===== config.mk =====
export PLATFORM = sky130hd
export DESIGN_NAME = mrd_rdx3_inv
export DESIGN_NICKNAME = d
export VERILOG_FILES = /design/src/rtl/mrd_rdx3_pkg.sv /design/src/rtl/mrd_bfp_shift.sv /design/src/rtl/mrd_rdx3_inv.sv
export SDC_FILE = /design/constraint.sdc
export NUM_CORES = 2
export LEC_CHECK = 0
export CAP_MARGIN = 20
export CORE_MARGIN = 2
export CORE_UTILIZATION = 60
export DETAILED_ROUTE_END_ITERATION = 8
export PLACE_DENSITY = 0.78
export SLEW_MARGIN = 0
export SYNTH_ARGS = -nofsm -noshare
export SYNTH_HDL_FRONTEND = slang
export SYNTH_HIERARCHICAL = 1
export SYNTH_SLANG_ARGS = --single-unit

===== constraint.sdc =====
create_clock -name clk -period 8.2 [get_ports clk]
set_clock_uncertainty 0.1 [all_clocks]
set_input_delay 0.82 -clock clk [delete_from_list [all_inputs] [get_ports clk]]
set_output_delay 0.82 -clock clk [all_outputs]
set_load 0.01 [all_outputs]

===== src/rtl/mrd_rdx3_pkg.sv =====
// mrd_rdx3_pkg: shared constants, complex container type and BFP shift helper
// for the inverse radix-3 butterfly.
package mrd_rdx3_pkg;
  localparam logic signed [17:0] C_SQRT3_2 = 18'sd113512;
  localparam int LATENCY = 4;
  localparam int CW = 24;
  typedef struct packed {
    logic signed [CW-1:0] re;
    logic signed [CW-1:0] im;
  } cplx_t;
  // Free guard bits absorb the radix-3 growth; only the missing ones are shifted out.
  function automatic logic [1:0] shift_calc(input logic [1:0] margin);
    return margin[1] ? 2'd0 : 2'd2 - margin;
  endfunction
endpackage


===== src/rtl/mrd_bfp_shift.sv =====
// mrd_bfp_shift: arithmetic right shift by 0..2 with saturation to WO bits.
// MRD_RDX3_INV_ROUND_EN selects round-half-up instead of floor truncation.
module mrd_bfp_shift #(
  parameter int WI = 24,
  parameter int WO = 18
) (
  input  logic signed [WI-1:0] x,
  input  logic        [1:0]    sh,
  output logic signed [WO-1:0] y
);
  localparam logic signed [WI:0] MX = (WI + 1)'(2 ** (WO - 1) - 1);
  localparam logic signed [WI:0] MN = ~MX;
  logic signed [WI:0] xe, q;
  always_comb begin
`ifdef MRD_RDX3_INV_ROUND_EN
    xe = (WI + 1)'(x) + $signed({{(WI - 1){1'b0}}, sh == 2'd2, sh == 2'd1});
`else
    xe = (WI + 1)'(x);
`endif
    q = xe >>> sh;
    y = q > MX ? MX[WO-1:0] : q < MN ? MN[WO-1:0] : q[WO-1:0];
  end
endmodule


===== src/rtl/mrd_rdx3_inv.sv =====
// mrd_rdx3_inv: 4-stage inverse radix-3 butterfly with BFP exponent tracking.
// Define MRD_RDX3_INV_ROUND_EN for round-half-up in the output shift (default: truncate).
module mrd_rdx3_inv
  import mrd_rdx3_pkg::*;
#(
  parameter int wDataInOut = 18,
  parameter int wExp = 4
) (
  input  logic                         clk,
  input  logic                         rst_n,
  input  logic                         in_val,
  input  logic [0:4][wDataInOut-1:0]   din_real,
  input  logic [0:4][wDataInOut-1:0]   din_imag,
  input  logic [1:0]                   margin_in,
  input  logic [wExp-1:0]              exp_in,
  output logic                         out_val,
  output logic [0:4][wDataInOut-1:0]   dout_real,
  output logic [0:4][wDataInOut-1:0]   dout_imag,
  output logic [wExp-1:0]              exp_out
);
  localparam int W = wDataInOut;
  localparam int PW = W + 19;
  logic [LATENCY-1:0] v;
  logic signed [W-1:0] ain[2], bin[2], cin[2], a1[2], a2[2];
  logic signed [W:0] s1[2], d1[2], s2[2], h2[2], m2[2];
  logic signed [PW-1:0] p[2];
  logic [1:0] sh, sh1, sh2, sh3;
  logic [wExp:0] esum;
  logic [wExp-1:0] e1, e2, e3;
  cplx_t x3[3];
  logic signed [W-1:0] y_re[3], y_im[3];
  logic unused_lanes;
  assign unused_lanes = ^{din_real[3:4], din_imag[3:4]};
  assign ain = '{din_real[0], din_imag[0]};
  assign bin = '{din_real[1], din_imag[1]};
  assign cin = '{din_real[2], din_imag[2]};
  assign sh = shift_calc(margin_in);
  assign esum = {1'b0, exp_in} + {{(wExp - 1){1'b0}}, sh};
  assign out_val = v[LATENCY-1];
  always_comb begin
    for (int k = 0; k < 2; k++) p[k] = PW'(d1[k]) * PW'(C_SQRT3_2);
  end
  always_ff @(posedge clk) v <= !rst_n ? '0 : {v[LATENCY-2:0], in_val};
  // Data path carries no reset; the valid chain alone decides what is emitted.
  always_ff @(posedge clk) begin
    if (in_val) begin
      for (int k = 0; k < 2; k++) begin
        a1[k] <= ain[k];
        s1[k] <= (W + 1)'(bin[k]) + (W + 1)'(cin[k]);
        d1[k] <= (W + 1)'(bin[k]) - (W + 1)'(cin[k]);
      end
      sh1 <= sh;
      e1 <= esum[wExp] ? '1 : esum[wExp-1:0];
    end
    if (v[0]) begin
      for (int k = 0; k < 2; k++) begin
        a2[k] <= a1[k];
        s2[k] <= s1[k];
        h2[k] <= s1[k] >>> 1;
        m2[k] <= (W + 1)'((p[k] + PW'(65536)) >>> 17);
      end
      sh2 <= sh1;
      e2 <= e1;
    end
    if (v[1]) begin
      x3[0].re <= CW'(a2[0]) + CW'(s2[0]);
      x3[0].im <= CW'(a2[1]) + CW'(s2[1]);
      x3[1].re <= CW'(a2[0]) - CW'(h2[0]) - CW'(m2[1]);
      x3[1].im <= CW'(a2[1]) - CW'(h2[1]) + CW'(m2[0]);
      x3[2].re <= CW'(a2[0]) - CW'(h2[0]) + CW'(m2[1]);
      x3[2].im <= CW'(a2[1]) - CW'(h2[1]) - CW'(m2[0]);
      sh3 <= sh2;
      e3 <= e2;
    end
  end
  for (genvar i = 0; i < 3; i++) begin : g_sh
    mrd_bfp_shift #(.WI(CW), .WO(W)) u_re (.x(x3[i].re), .sh(sh3), .y(y_re[i]));
    mrd_bfp_shift #(.WI(CW), .WO(W)) u_im (.x(x3[i].im), .sh(sh3), .y(y_im[i]));
  end
  always_ff @(posedge clk) begin
    if (!rst_n) begin
      dout_real <= '0;
      dout_imag <= '0;
      exp_out <= '0;
    end else if (v[LATENCY-2]) begin
      dout_real <= {y_re[0], y_re[1], y_re[2], (2 * W)'(0)};
      dout_imag <= {y_im[0], y_im[1], y_im[2], (2 * W)'(0)};
      exp_out <= e3;
    end
  end
endmodule


==> impl_metrics.env <==
export IMPL_yosys_area_share_simple_pct=8.351
export IMPL_synth_area_leaders="edfxtp_1 25%, fa_1 13%, ha_1 13%"
export IMPL_die_h_um=271.0
export IMPL_yosysTopAreaCell="edfxtp_1"
export IMPL_synth_top_flop_cell="edfxtp_1"
export IMPL_finalWirelength_mm=88.34
export IMPL_synth_most_common_cell="inv_1"
export IMPL_finalCriticalPeriod_ns=7.065
export IMPL_setup_viol_count_final=0
export IMPL_synth_edf_count=362
export IMPL_worst_slew_pin_slew_ns=1.033
export IMPL_post_cts_setup_buffer_count=0
export IMPL_clkLatencyLatePin_ns=0.62
export IMPL_muxShareOfSynthArea_pct=8.608
export IMPL_regArea_um2=13200
export IMPL_cp_startpoint="d1[0][37]"
export IMPL_crit_reg2reg_launch="d1[0][37]"
export IMPL_reg2reg_setup_slack_ns=1.13
export IMPL_crit_end="m2[0][37]"
export IMPL_coreArea_um2=70270
export IMPL_grt_overflow_total=0
export IMPL_synthXorXnorAreaFrac_pct=5.461
export IMPL_post_drt_via_cell_ratio=5.432
export IMPL_syn_avg_cell_area_um2=10.60
export IMPL_nets=5151
export IMPL_path_common_cell="fa_1"
export IMPL_setup_worst_path_start_class="flip-flop"
export IMPL_start_util_pct=60.87
export IMPL_dp_hpwl_mm=70.95
export IMPL_synth_top_cells_by_count="803 x inv_1, 454 x ha_1, 362 x edfxtp_1"
export IMPL_synth_adder_area_share_pct=26.83
export IMPL_reg2regPathDepth=22
export IMPL_hp_class="reg -> reg"
export IMPL_crit_type="reg -> reg"
export IMPL_dieArea_um2=73450
export IMPL_syn_area_um2=42780
export IMPL_drive_gt1_share_pct=5.932
export IMPL_antenna_found_initial=3
export IMPL_cp_slowest_cell="edfxtp_1"
export IMPL_asyncSetResetFlopFracSynth_pct=0
export IMPL_drcViolationCount=0
export IMPL_drv_slew=0
export IMPL_rsz0062_at_grt="no"
export IMPL_postCtsHoldBufs=0
export IMPL_drtAntennaViolNets=0
export IMPL_root_buffer="clkbuf_16"
export IMPL_areaGrowthSynthToFinish_pct=10.16
export IMPL_max_slew_margin_pct=31.14
export IMPL_grt_pass1_vias=28440
export IMPL_gp_congestion=0.8971
export IMPL_max_cap_violations=0
export IMPL_status="complete, no violations"
export IMPL_cp_max_fo=13
export IMPL_worst_path_buf_inv=4
export IMPL_fmax_mhz=141.5
export IMPL_yosysTopAreaCellShare_pct=25.41
export IMPL_path_clk_slew_ns=0.07
export IMPL_post_cts_resized=0
export IMPL_cpPeakStageDelay_ns=0.65
export IMPL_period_share_pct=86.16
export IMPL_cp_top_family="adder cells"
export IMPL_cp_data_required_time_ns=8.48
export IMPL_synthCells=4035
export IMPL_synth_seq_cells=478
export IMPL_firstDrtPassIters=5
export IMPL_cts_buffers=52
export IMPL_drt_iter0_drc=1866
export IMPL_critPathArrivalTime_ns=7.34
export IMPL_io_pins=374
export IMPL_grt_usage_pct=24.20
export IMPL_rr_endpoint="m2[0][37]"
export IMPL_cts_tree="done"
export IMPL_cts_buffer_depth=3
export IMPL_synth_compound_area_share_pct=10.09
export IMPL_routedWlPerCell_um=16.97
export IMPL_vias=28280
export IMPL_port_buffers=229
export IMPL_grt_max_degree=117
export IMPL_ys_seq_area_share_pct=30.84
export IMPL_hold_viol=0
export IMPL_cts_sinks=478
export IMPL_cp_end_kind="flip-flop"
export IMPL_path_cells="ha_1, inv_1, fa_1, inv_1, fa_1, fa_1, fa_1, inv_1, fa_1, inv_1, ha_1, a21o_1, nor2_1, a21oi_1, nand2_2, o211ai_1, o2111ai_1, nor4_2, nand4_1, o21ai_0, a211oi_2, xnor2_1"
export IMPL_fill_cells=5337
export IMPL_ys_types=104
export IMPL_fp_dieW_um=271.0
export IMPL_multi_input_area_um2=25650
export IMPL_grt_pass1_wl_mm=144.3
export IMPL_tns_ns=0
export IMPL_synth_top_family_by_area="adder cells"
export IMPL_antenna_cells=0
export IMPL_yosysWarnings=6
export IMPL_cp_depth=22
export IMPL_row_count=97
export IMPL_cts_max_level=2
worst reg2reg max path: cells and delay by family (launching register included):
family | cells | cell delay (ns)
xor+xnor | 1 | 0.35
compound gates | 6 | 1.31
buf+inv | 4 | 0.24
fa+ha+maj | 7 | 3.34
flops | 1 | 0.65
simple gates | 4 | 0.88
cell type report:
cell class / instances / area share [%]
Sequential cell: 478 / 28.02
Inverter: 803 / 6.397
Multi-Input combinational cell: 2647 / 54.44
Timing Repair Buffer: 239 / 5.008
Clock buffer: 70 / 2.985
Tap cell: 940 / 2.496
Clock inverter: 28 / 0.6585
kinds of logic after synthesis:
group / count (synthesis)
AOI/OAI and AO/OA: 658
and+or+nand+nor: 668
adders and majority gates: 746
xor gates and xnor gates: 265
muxes: 238
other: 1
DFF: 478
buffers and inverters: 981
cells in the final DEF (no fill, tap or decap), types with 27 or more instances in the layout:
cell,n
inv_1,803
ha_1,454
edfxtp_1,362
fa_1,287
a21oi_1,243
clkdlybuf4s50_1,227
xnor2_1,176
nor2_1,164
nor2b_1,159
mux2i_1,135
dfxtp_1,113
o21ai_0,102
nand2_1,97
xor2_1,87
conb_1,72
mux4_2,72
nor3_1,70
a21o_1,59
clkbuf_16,52
o21bai_1,34
nand2b_1,33
nand3_1,30
o21a_1,27
sequential cells by signal, indices dropped and copies added, names as in the netlist:
register	count
m2	38
e1	4
sh1	2
sh2	2
a1	36
s1	36
s2	2
e2	4
h2	36
x3	122
a2	36
v	4
dout_real	54
exp_out	4
e3	4
sh3	2
dout_imag	54
d1	38
layer usage:
metal / wire length [um] / global-route usage (%) / up-vias / share of wire (%)
li1: - / - / 13830 / -
met1: 39300 / 32.88 / 13740 / 44
met2: 43550 / 41.41 / 557 / 49
met3: 3461 / 2.751 / 136 / 3.9
met4: 1997 / 6.194 / 4 / 2.3
met5: 26 / 0 / - / 0.029
metrics by stage:
| stage | cells | setup slack (ns) | instance area (um^2) | util [%] | hold WS (ns) |
|---|---|---|---|---|---|
| floorplan | 4106 | 1.676 | 43040 | - | 0.3003 |
| global placement | 5107 | 1.303 | 45400 | 64.61 | 0.3016 |
| detailed placement | 5107 | 1.166 | 45400 | 64.61 | 0.3045 |
| CTS | 5205 | 1.155 | 47120 | 67.06 | 0.3129 |
| global route | 5205 | 0.7127 | 47120 | 67.06 | 0.3155 |
| finish | 5205 | 1.135 | 47120 | 67.06 | 0.3099 |
worst min-delay path by stage:
stage                     end  slack [ns]      start  cells after the start
floorplan            a2[0][0]        0.30   a1[0][0]                      0
global placement    h2[0][19]        0.30  s1[0][20]                      0
detailed placement  a2[0][11]        0.30  a1[0][11]                      0
CTS                 a2[0][11]        0.31  a1[0][11]                      0
global route        a2[0][11]        0.32  a1[0][11]                      0
finish              a2[0][11]        0.31  a1[0][11]                      0
Power is left out: the tool's default activity adds up to more than one toggle a clock period on the data nets, which glitch-free logic cannot reach.
